<file path="src/rtl/prim_hold_ctr_if.sv">
// Handshake bundle for prim_hold_ctr: requested level and enable in, driven
// level and window status out. Clock and reset stay plain ports on the block.
interface prim_hold_ctr_if;
    logic enable_i;
    logic data_i;
    logic data_o;
    logic busy_o;
    logic pending_o;
    logic drop_o;

    // Requester side: drives the level request, observes the link state.
    modport master (
        output enable_i,
        output data_i,
        input  data_o,
        input  busy_o,
        input  pending_o,
        input  drop_o
    );

    // Hold-counter side.
    modport slave (
        input  enable_i,
        input  data_i,
        output data_o,
        output busy_o,
        output pending_o,
        output drop_o
    );
endinterface

</file>
<file path="src/rtl/prim_hold_ctr.sv">
// prim_hold_ctr: output-side hold counter. Every level driven on data_o while
// enabled stays put for at least HoldCycles clocks. Changes requested during a
// hold are deferred to the last held cycle; deferrals that cancel out before
// then are flagged with a one-cycle drop pulse.
module prim_hold_ctr #(
    parameter int unsigned HoldCycles = 4,
    parameter logic        ResetValue = 1'b0
) (
    input logic           clk_i,
    input logic           rst_ni,
    prim_hold_ctr_if.slave bus
);

    localparam int unsigned CtrW = $clog2(HoldCycles + 1);
    localparam logic [CtrW-1:0] CtrZero = CtrW'(0);
    localparam logic [CtrW-1:0] CtrOne  = CtrW'(1);
    localparam logic [CtrW-1:0] CtrMax  = CtrW'(HoldCycles);

    typedef enum logic {
        IDLE = 1'b0,
        HOLD = 1'b1
    } state_e;

    state_e          st_q, st_d;
    logic            out_q, out_d;
    logic [CtrW-1:0] ctr_q, ctr_d;
    logic            pend_q, pend_d;
    logic            drop_q, drop_d;

    logic            busy_s;
    logic            change_s;
    logic            pending_s;
    logic            last_s;

    assign busy_s    = (st_q == HOLD);
    assign change_s  = (bus.data_i != out_q);
    assign pending_s = busy_s & change_s;
    assign last_s    = (ctr_q == CtrMax);

    // Next-state logic: bypass tracking, window start, count, and window end.
    always_comb begin
        st_d   = st_q;
        out_d  = out_q;
        ctr_d  = ctr_q;
        pend_d = pend_q;
        drop_d = 1'b0;
        if (!bus.enable_i) begin
            // Bypass: shadow the input so re-enabling causes no step on data_o.
            st_d   = IDLE;
            out_d  = bus.data_i;
            ctr_d  = CtrZero;
            pend_d = 1'b0;
            drop_d = 1'b0;
        end else begin
            // On the last held cycle a pending change is either consumed or
            // the window closes, so nothing remains outstanding afterwards;
            // clearing pend_q there keeps a consumed deferral from looking
            // like a cancelled one in the following window.
            pend_d = pending_s & ~last_s;
            drop_d = pend_q & busy_s & ~pending_s & ~last_s;
            case (st_q)
                IDLE: begin
                    if (change_s) begin
                        out_d = bus.data_i;
                        ctr_d = CtrOne;
                        st_d  = HOLD;
                    end else begin
                        ctr_d = CtrZero;
                    end
                end
                HOLD: begin
                    if (!last_s) begin
                        ctr_d = ctr_q + CtrOne;
                    end else if (change_s) begin
                        out_d = bus.data_i;
                        ctr_d = CtrOne;
                    end else begin
                        st_d  = IDLE;
                        ctr_d = CtrZero;
                    end
                end
                default: begin
                    st_d  = IDLE;
                    ctr_d = CtrZero;
                end
            endcase
        end
    end

    // State registers with synchronous active-low reset.
    always_ff @(posedge clk_i) begin
        if (!rst_ni) begin
            st_q   <= IDLE;
            out_q  <= ResetValue;
            ctr_q  <= CtrZero;
            pend_q <= 1'b0;
            drop_q <= 1'b0;
        end else begin
            st_q   <= st_d;
            out_q  <= out_d;
            ctr_q  <= ctr_d;
            pend_q <= pend_d;
            drop_q <= drop_d;
        end
    end

    assign bus.data_o    = bus.enable_i ? out_q : bus.data_i;
    assign bus.busy_o    = busy_s;
    assign bus.pending_o = pending_s;
    assign bus.drop_o    = drop_q;

endmodule

</file>
<file path="src/flat_wrapper.sv">
// flat-port wrapper written by rule: the top's interface ports become plain ports
module prim_hold_ctr_flat 
#(
    parameter int unsigned HoldCycles = 4,
    parameter logic        ResetValue = 1'b0
)
  (clk_i, rst_ni, bus_enable_i, bus_data_i, bus_data_o, bus_busy_o, bus_pending_o, bus_drop_o);
  prim_hold_ctr_if bus_i ();
  input logic clk_i;
  input logic rst_ni;
  input wire logic [$bits(bus_i.enable_i)-1:0] bus_enable_i;
  input wire logic [$bits(bus_i.data_i)-1:0] bus_data_i;
  output wire logic [$bits(bus_i.data_o)-1:0] bus_data_o;
  output wire logic [$bits(bus_i.busy_o)-1:0] bus_busy_o;
  output wire logic [$bits(bus_i.pending_o)-1:0] bus_pending_o;
  output wire logic [$bits(bus_i.drop_o)-1:0] bus_drop_o;
  assign bus_i.enable_i = bus_enable_i;
  assign bus_i.data_i = bus_data_i;
  assign bus_data_o = bus_i.data_o;
  assign bus_busy_o = bus_i.busy_o;
  assign bus_pending_o = bus_i.pending_o;
  assign bus_drop_o = bus_i.drop_o;
  prim_hold_ctr #(.HoldCycles(HoldCycles), .ResetValue(ResetValue)) u_core (.clk_i(clk_i), .rst_ni(rst_ni), .bus(bus_i));
endmodule
</file>
<file path="config.mk">
export PLATFORM = sky130hd
export DESIGN_NAME = prim_hold_ctr_flat
export DESIGN_NICKNAME = d
export VERILOG_FILES = /design/src/rtl/prim_hold_ctr_if.sv /design/src/rtl/prim_hold_ctr.sv /design/src/flat_wrapper.sv
export SDC_FILE = /design/constraint.sdc
export NUM_CORES = 1
export LEC_CHECK = 0
export CORE_AREA = 2 2 39 41
export CTS_BUF_LIST = sky130_fd_sc_hd__clkbuf_2
export CTS_CLUSTER_DIAMETER = 100
export DETAILED_ROUTE_END_ITERATION = 10
export DIE_AREA = 0 0 41 43
export GPL_ROUTABILITY_DRIVEN = 0
export PLACE_DENSITY = 0.39
export SLEW_MARGIN = 20
export SYNTH_ARGS = -nofsm -noshare
export SYNTH_HDL_FRONTEND = slang
export SYNTH_SLANG_ARGS = --single-unit
</file>
<file path="constraint.sdc">
create_clock -name clk_i -period 1.7 [get_ports clk_i]
set_input_delay 0.17 -clock clk_i [delete_from_list [all_inputs] [get_ports clk_i]]
set_output_delay 0.17 -clock clk_i [all_outputs]
set_load 0.02 [all_outputs]
</file>
==> impl_metrics.env <==
export IMPL_muxShareOfSynthArea=0.0381
export IMPL_cp_arrival_ns=1.32
export IMPL_netlist_area_sq_um=295
export IMPL_die_area_sq_mm=0.00176
export IMPL_max_cap_violations=0
export IMPL_status="completed"
export IMPL_crit_family="buffers and inverters"
export IMPL_drt_iter0_markers=1
export IMPL_setup_viol=0
export IMPL_synthesis_nets=35
export IMPL_synth_simple_area_share=0.114
export IMPL_ys_seq_area_frac=0.475
export IMPL_netlist_instances=29
export IMPL_relSlewSlack=0.832
export IMPL_drv_slew=0
export IMPL_path_cells="clkdlybuf4s50_1, xor2_1, and2_1, dlygate4sd2_1"
export IMPL_wire_per_inst_microns=8.66
export IMPL_critPathMaxStageDelay_ns=0.49
export IMPL_fin_area_sq_um=418
export IMPL_synth_seq_cells=7
export IMPL_die_h_microns=43
export IMPL_yosys_top_cells_area="dfxtp_1 (47%), ha_1 (8.5%), a21boi_2 (7.6%), xnor2_1 (5.9%), nor2_1 (5.1%)"
export IMPL_io_buffers=7
export IMPL_via_per_inst=4.02
export IMPL_start_util=0.213
export IMPL_cp_end_kind="primary output"
export IMPL_cp_max_fo=2
export IMPL_power_density_mw_per_mm2=819
export IMPL_yosys_cell_count_top_type="dfxtp_1"
export IMPL_synthArstFlopShare=0
export IMPL_synth_compound_area_share=0.161
export IMPL_drtPass1Iterations=3
export IMPL_yosys_warnings=0
export IMPL_period_share=0.875
export IMPL_synth_edf_count=0
export IMPL_grt_pass1_vias=265
export IMPL_synth_top_family_by_area="compound AO/OA/AOI/OAI gates"
export IMPL_overflow=0
export IMPL_numClockSinks=7
export IMPL_dp_hpwl_microns=417
export IMPL_clock_skew_final_ns=0.00471
export IMPL_ios=8
export IMPL_wirelength_microns=502
export IMPL_tightest_slew_ns=0.251
export IMPL_clock_path_buffers=2
export IMPL_path_class="in -> out"
export IMPL_yosysUniqueCellTypes=14
export IMPL_grt_setup_unrepaired="false"
export IMPL_total_leakage_power_nw=0.189
export IMPL_required_ns=1.53
export IMPL_core_area_sq_mm=0.00138
export IMPL_whs_ns=0.414
export IMPL_insertion_delay_ns=0.22
export IMPL_htreeDepth=1
export IMPL_synthXorXnorAreaFrac=0.0890
export IMPL_drive_above_1_share=0.214
export IMPL_fin_crit_ns=1.49
export IMPL_path_clk_slew_ns=0.07
export IMPL_final_hold_viol_count=0
export IMPL_nets=49
export IMPL_vias=233
export IMPL_ant_nets=0
export IMPL_cts_root_buffer="clkbuf_2"
export IMPL_synth_top_area_cell="dfxtp_1"
export IMPL_synth_top_cell_area_share=0.475
export IMPL_numCtsBuffers=3
export IMPL_avgSynthCellArea_sq_um=10.2
export IMPL_worst_setup_path_start_kind="input port"
export IMPL_place_area_sq_um=400
export IMPL_hp_class="reg -> reg"
export IMPL_grt_pass1_wl_microns=979
export IMPL_grt_start_max_net_pins=6
export IMPL_synth_flop_cell="dfxtp_1"
export IMPL_num_antenna_cells=0
export IMPL_row_count=14
export IMPL_ys_top_cells_by_count="dfxtp_1 (7), nor2_1 (4), inv_1 (3)"
export IMPL_dieWidth_microns=41
export IMPL_grt_usage=0.0875
export IMPL_cts_tree="yes"
export IMPL_critical_path_slowest_cell="clkdlybuf4s50_1"
export IMPL_post_route_drc_count=0
export IMPL_cts_setup_buffers=0
export IMPL_antenna_found_initial=0
export IMPL_area_growth_pct=41.5
export IMPL_postCtsHoldBufs=0
export IMPL_max_freq_mhz=673
export IMPL_peakVddDrop_uv=285
export IMPL_path_buf_inv=2
export IMPL_synthAdderAreaFrac=0.0847
## metal layers
layer | vias to the layer above | share of wire | track usage
li1 | 120 | - | -
met1 | 106 | 0.38 | 0.0906
met2 | 5 | 0.54 | 0.119
met3 | 2 | 0.062 | 0.0471
met4 | 0 | 0.010 | 0.0800
met5 | - | 0 | 0
## worst paths after layout
check | startpoint | to | slack (ns) | depth (start not counted)
worst max register to register | u_core.ctr_q[0]$_SDFF_PN0_ | u_core.out_q$_SDFFE_PN0P_ | 0.41 | 5
worst max-delay path | bus_data_i | bus_pending_o | 0.21 | 4
worst min register to register | u_core.pend_q$_SDFF_PN0_ | u_core.bus.drop_o$_SDFF_PN0_ | 0.41 | 2
worst min-delay path | u_core.pend_q$_SDFF_PN0_ | u_core.bus.drop_o$_SDFF_PN0_ | 0.41 | 2
## logic make-up after synthesis
group | Yosys count
multiplexers | 1
flip-flops | 7
AND/OR/NAND/NOR | 8
XOR/XNOR | 3
AO/OA/AOI/OAI | 5
buffers and inverters | 3
adder cells (fa/ha/maj) | 2
## cell type report
| class | instances | area [sq um] |
|---|---|---|
| Timing Repair Buffer | 9 | 82.6 |
| Clock buffer | 4 | 20.0 |
| Multi-Input combinational cell | 19 | 144 |
| Tap cell | 16 | 20.0 |
| Inverter | 3 | 11.3 |
| Sequential cell | 7 | 140 |
| Fill cell | 153 | 966 |
## what timing repair did
item / CTS / global route
gates resized for setup: 2 / 0
hold endpoints to repair: 0 / 0
setup endpoints to repair: 2 / 0
## metrics by stage
step / TNS [ns] / utilization / setup WS (ns) / total power, mW / std cells
4_1_cts: 0 / 0.302 / 0.201 / 0.351 / 58
6_report: 0 / 0.302 / 0.213 / 0.342 / 58
3_3_place_gp: -0.0580 / 0.289 / -0.0442 / 0.228 / 54
3_5_place_dp: -0.0793 / 0.289 / -0.0712 / 0.229 / 54
2_1_floorplan: 0 / - / 0.516 / 0.202 / 29
5_1_grt: 0 / 0.302 / 0.130 / 0.371 / 58
## where the power goes
group / total, mW / internal, mW / switching, mW
Clock: 0.120 / 0.0626 / 0.0576
Combinational: 0.0483 / 0.0263 / 0.0220
Sequential: 0.174 / 0.169 / 0.00460
## sequential cells by signal, summed over array words and instances, names as in the netlist
signal and count:
u_core.out_q 1, u_core.pend_q 1, u_core.ctr_q 3, u_core.bus.busy_o 1, u_core.bus.drop_o 1
## cell usage in the layout (no fill, tap or decap), drive strengths merged
master,instances
nor2,4
a41o,1
clkdlybuf4s50,5
a21oi,1
buf,2
dfxtp,7
xor2,1
nand2,2
clkbuf,4
nand3,1
xnor2,2
ha,2
a21boi,2
mux2,1
dlygate4sd2,2
inv,3
o211a,1
and2,1
## worst reg2reg max path: cells and delay by family (launching register included)
family          cells  cell delay [ns]
compound gates      3             0.57
flops               1             0.38
fa+ha+maj           1             0.20
buf+inv             1             0.06
No activity file was read; power rests on OpenSTA's default activity.
==> variant 1, RTL diff (same flow settings) <==
Reset style: asynchronous (`rst_ni`), changed in one clocked block. Comments in the files are not updated.
--- a/src/rtl/prim_hold_ctr.sv
+++ b/src/rtl/prim_hold_ctr.sv
@@ -88,7 +88,7 @@
     end
 
     // State registers with synchronous active-low reset.
-    always_ff @(posedge clk_i) begin
+    always_ff @(posedge clk_i or negedge rst_ni) begin
         if (!rst_ni) begin
             st_q   <= IDLE;
             out_q  <= ResetValue;
Behaviour: differs if rst_ni is asserted again (counterexample within 4 cycles, from zero or initial values and one cycle with rst_ni low); with rst_ni held inactive, the same outputs for 10 cycles.
==> variant 1 against the original RTL <==
  * First-iteration DRC count did not move
  * Count of clock-buffer cells in the layout unchanged
  * Setup slack lost 0.014 ns
  * Die area unchanged
  * Critical endpoint is now bus_busy_o
  * Clock skew fell by 0.0018 ns
  * Power grew 15%
  * Routed wire length increased by 18%
  * Critical path type is now flop to primary output
  * Via count decreased by 0.43%
  * Global-route usage up 1.1 points
  * Combinational power rose by 60%
  * Area after synthesis up 9.7%
  * Cell area is 10% higher
  * Sequential cell count unchanged
==> variant 1: results (changes against the original RTL) <==
<table>
<tr><th>Metric</th><th>Value</th></tr>
<tr><th colspan="2">Global route</th></tr>
<tr><td>GRT met2 Usage</td><td>0.109 (-0.00937)</td></tr>
<tr><td>Global route hottest layer</td><td>met1</td></tr>
<tr><td>Global-route wire length before repair</td><td>1.03 mm (+5.0%)</td></tr>
<tr><td>Global Route Usage Sum</td><td>0.0981 (+0.0106)</td></tr>
<tr><th colspan="2">Placement</th></tr>
<tr><td>Post-Place Setup Slack</td><td>-0.0784 ns (-0.00723 ns)</td></tr>
<tr><td>Number of cells after detailed placement</td><td>53 (-1.9%)</td></tr>
<tr><td>Detail Placement HPWL</td><td>448 um (+7.4%)</td></tr>
<tr><th colspan="2">STA</th></tr>
<tr><td>Worst slew margin relative to its limit</td><td>0.784 (-0.0482)</td></tr>
<tr><td>Clock Skews</td><td>0.00288 ns (-0.00184 ns)</td></tr>
<tr><th colspan="2">Power and ir drop</th></tr>
<tr><td>Reported leakage power</td><td>0.000220 uW (+17%)</td></tr>
<tr><th colspan="2">Final layout</th></tr>
<tr><td>Net count reported at finish</td><td>48 (-2.0%)</td></tr>
<tr><td>Area used by sequential logic in the layout</td><td>175 um2 (+25%)</td></tr>
<tr><th colspan="2">Setup path</th></tr>
<tr><td>Reg-to-reg endpoint</td><td>u_core.out_q</td></tr>
<tr><td>End point of the critical path</td><td>bus_busy_o</td></tr>
<tr><td>Critical path fanouts, max</td><td>6 (+4)</td></tr>
<tr><td>Critical path's largest stage delay</td><td>0.64 ns (+0.15 ns)</td></tr>
<tr><td>Worst reg2reg startpoint</td><td>u_core.ctr_q[0]</td></tr>
<tr><th colspan="2">Logic synthesis</th></tr>
<tr><td>Number of nets in the synthesized netlist</td><td>32 (-8.6%)</td></tr>
<tr><td>Proportion of register bits with asynchronous set or reset after synthesis</td><td>1.00 (+1.00)</td></tr>
<tr><td>Share of synthesized cell area in full adder, half adder and majority cells</td><td>0.0772 (-0.00753)</td></tr>
<tr><td>Top cell types by occurrence after synthesis</td><td>7 x dfrtp_1, 3 x inv_1, 2 x ha_1, 2 x mux2_2, 2 x nor2_1</td></tr>
<tr><td>Synth Area in XOR/XNOR</td><td>0.0541 (-0.0349)</td></tr>
<tr><td>Yosys cell types</td><td>15 (+1)</td></tr>
<tr><td>Area contributors post-synth</td><td>dfrtp_1 54%, ha_1 7.7%, mux2_2 6.9%, a311oi_2 4.6%, nor3b_2 3.9%</td></tr>
<tr><th colspan="2">Drt</th></tr>
<tr><td>Aggregate routed wire length</td><td>593 um (+18%)</td></tr>
<tr><td>Avg Vias per Cell</td><td>4.07 (+1.3%)</td></tr>
<tr><td>Highest layer used for signal routing</td><td>met3</td></tr>
<tr><td>Total vias in the final route</td><td>232 (-0.43%)</td></tr>
<tr><th colspan="2">Outcome</th></tr>
<tr><td>Status</td><td>finished clean</td></tr>
</table>
## variant 1: changes by cell type after synthesis, moves of 2 or more
cell      before  now
dfrtp_1        0    7
nor2_1         4    2
a21boi_2       2    0
dfxtp_1        7    0
## variant 1: what timing repair did
| action | 4_1_cts | 5_1_grt |
|---|---|---|
| gates resized for setup | 2 | 0 |
| setup endpoints to repair | 2 | 0 |
| setup buffers | 0 | 0 |
## variant 1: power by group
part	internal, uW	leakage [uW]	switching [uW]
Clock	62.6	0.0000166	65.9
Sequential	177	0.0000921	10.7
Combinational	42.0	0.000112	35.4
## variant 1: layout make-up
class,count,share of cell area
Sequential cell,7,0.379
Multi-Input combinational cell,16,0.298
Tap cell,16,0.0434
Inverter,3,0.0244
Timing Repair Buffer,11,0.211
Clock buffer,4,0.0434
## variant 1: kinds of logic after synthesis
family / after synthesis
mux: 2
fa+ha+maj: 2
flops: 7
xor+xnor: 2
buf+inv: 3
compound gates: 2
simple gates: 8
==> variant 2, RTL diff (config.mk and constraints unchanged) <==
Made on the original files. `ResetValue` is set to 1'b0 in 2 places; all go to 1'b1.
--- a/src/rtl/prim_hold_ctr.sv
+++ b/src/rtl/prim_hold_ctr.sv
@@ -4,7 +4,7 @@
 // then are flagged with a one-cycle drop pulse.
 module prim_hold_ctr #(
     parameter int unsigned HoldCycles = 4,
-    parameter logic        ResetValue = 1'b0
+    parameter logic        ResetValue = 1'b1
 ) (
     input logic           clk_i,
     input logic           rst_ni,
--- a/src/flat_wrapper.sv
+++ b/src/flat_wrapper.sv
@@ -2,7 +2,7 @@
 module prim_hold_ctr_flat 
 #(
     parameter int unsigned HoldCycles = 4,
-    parameter logic        ResetValue = 1'b0
+    parameter logic        ResetValue = 1'b1
 )
   (clk_i, rst_ni, bus_enable_i, bus_data_i, bus_data_o, bus_busy_o, bus_pending_o, bus_drop_o);
   prim_hold_ctr_if bus_i ();
Function: changed (Yosys sat finds a counterexample within 4 cycles, from zero or initial values and one cycle with rst_ni low).
==> variant 2 against the original RTL <==
  * Routed wire length rose by 19%
  * Worst hold slack improved by 0.058 ns
  * Cell area grew 1.2%
  * Sequential cell count is the same
  * Global-route usage rose by 1.4 points
  * Register-to-register slack got worse by 0.07 ns
  * Maximum frequency down 1.1%
  * Setup slack lost 0.016 ns
  * Power up 2.8%
  * Clock power grew 7%
  * Final cell count decreased by 1.7%
  * Area after synthesis is 1.7% higher
  * Utilization is 0.36 points higher
  * Highest routed layer is now met3
==> variant 2: results (changes against the original RTL) <==
<table>
<tr><th>Metric</th><th>Value</th></tr>
<tr><th colspan="2">Drt</th></tr>
<tr><td>Length of routed wiring on met1</td><td>276 um (+44%)</td></tr>
<tr><td>Number of violations reported at the end of detailed-routing iteration 0</td><td>7 (+6)</td></tr>
<tr><td>Total met2 wirelength after detailed routing</td><td>304 um (+11%)</td></tr>
<tr><td>Met3 layer wire length in the routed design</td><td>17 um (-45%)</td></tr>
<tr><td>Total vias in the final route</td><td>227 (-2.6%)</td></tr>
<tr><td>Highest layer used for signal routing</td><td>met3</td></tr>
<tr><th colspan="2">Final layout</th></tr>
<tr><td>Number of fill cells in the layout</td><td>142 (-7.2%)</td></tr>
<tr><td>Net count reported at finish</td><td>48 (-2.0%)</td></tr>
<tr><th colspan="2">Global route</th></tr>
<tr><td>Global-route wire length before repair</td><td>1.13 mm (+16%)</td></tr>
<tr><td>Global-route met1 utilization</td><td>0.129 (+0.0388)</td></tr>
<tr><td>GRT met2 Usage</td><td>0.134 (+0.0156)</td></tr>
<tr><td>Via count of the first global-routing pass</td><td>257 (-3.0%)</td></tr>
<tr><th colspan="2">Logic synthesis</th></tr>
<tr><td>Number of nets in the synthesized netlist</td><td>34 (-2.9%)</td></tr>
<tr><td>Area contributors post-synth</td><td>dfxtp_1 47%, ha_1 8.3%, a21boi_2 7.5%, xnor2_1 5.8%, and2_1 4.2%</td></tr>
<tr><td>Post-synthesis area per instance</td><td>10.7 um2 (+5.3%)</td></tr>
<tr><td>Area fraction of the dominant cell type after synthesis</td><td>0.467 (-0.00791)</td></tr>
<tr><td>Proportion of synthesized chip area in sequential cells</td><td>0.467 (-0.00791)</td></tr>
<tr><th colspan="2">Placement</th></tr>
<tr><td>Placed instance area</td><td>405 um2 (+1.3%)</td></tr>
<tr><td>Number of cells after detailed placement</td><td>53 (-1.9%)</td></tr>
<tr><td>Detail Placement HPWL</td><td>474 um (+14%)</td></tr>
<tr><th colspan="2">Setup path</th></tr>
<tr><td>Critical path's largest stage delay</td><td>0.44 ns (-0.05 ns)</td></tr>
<tr><td>Reg-to-reg endpoint</td><td>u_core.bus.drop_o</td></tr>
<tr><td>Critical path fanouts, max</td><td>3 (+1)</td></tr>
<tr><th colspan="2">STA</th></tr>
<tr><td>Worst hold slack after final layout</td><td>0.472 ns (+0.0577 ns)</td></tr>
<tr><th colspan="2">Power and ir drop</th></tr>
<tr><td>Power density relative to cell area</td><td>831 nW/um2 (+1.6%)</td></tr>
<tr><td>Reported leakage power</td><td>0.000188 uW (-0.41%)</td></tr>
<tr><th colspan="2">Outcome</th></tr>
<tr><td>Status</td><td>finished clean</td></tr>
<tr><th colspan="2">Min path</th></tr>
<tr><td>Worst hold path stage count</td><td>1 (-1)</td></tr>
</table>
==> variant 2: cell types whose count changed after synthesis, sizes merged <==
cell,delta
a21boi,+1
a21oi,-1
a41o,-1
and2,+1
and3,+2
inv,-1
nand2,-2
nand3,+1
nand3b,+1
nor2,-2
==> variant 2: cell type report <==
cell class,count,share of cell area
Clock buffer,4,0.0473
Inverter,2,0.0178
Multi-Input combinational cell,19,0.361
Sequential cell,7,0.331
Tap cell,16,0.0473
Timing Repair Buffer,9,0.195
==> variant 2: cells by family (layout without fill, tap and decap cells) <==
kind of cell    after synthesis  after routing  share of synthesized area
simple gates                  9              9                      0.167
flops                         7              7                      0.467
compound gates                4              4                      0.133
xor+xnor                      3              3                     0.0875
fa+ha+maj                     2              2                     0.0833
buf+inv                       2             15                     0.0250
mux                           1              1                     0.0375
==> variant 2: where the power goes <==
part	total, uW	internal [uW]	switching [uW]
clock network	128	62.6	65.4
logic	49.5	26.8	22.8
registers	174	169	5.03
total	352	258	93.2
==> variant 2: worst max-delay path by stage <==
| stage | endpoint | slack, ns | cells past startpoint |
|---|---|---|---|
| floorplan | u_core.bus.drop_o | 0.52 | 5 |
| global placement | bus_pending_o | -0.06 | 4 |
| detailed placement | bus_pending_o | -0.06 | 4 |
| CTS | bus_data_o | 0.19 | 4 |
| global route | bus_pending_o | 0.12 | 3 |
| finish | bus_data_o | 0.20 | 4 |
==> variant 2: worst max-delay path, delay by kind of cell <==
family                 cells  cell delay (ns)
buffers and inverters      3             0.92
muxes                      1             0.25
==> variant 2: stage by stage <==
stage	TNS [ns]	setup slack, ns
after floorplan	0	0.524
after global routing	0	0.122
after global placement	-0.0808	-0.0645
after detailed placement	-0.0835	-0.0557
after CTS	0	0.191
final	0	0.197
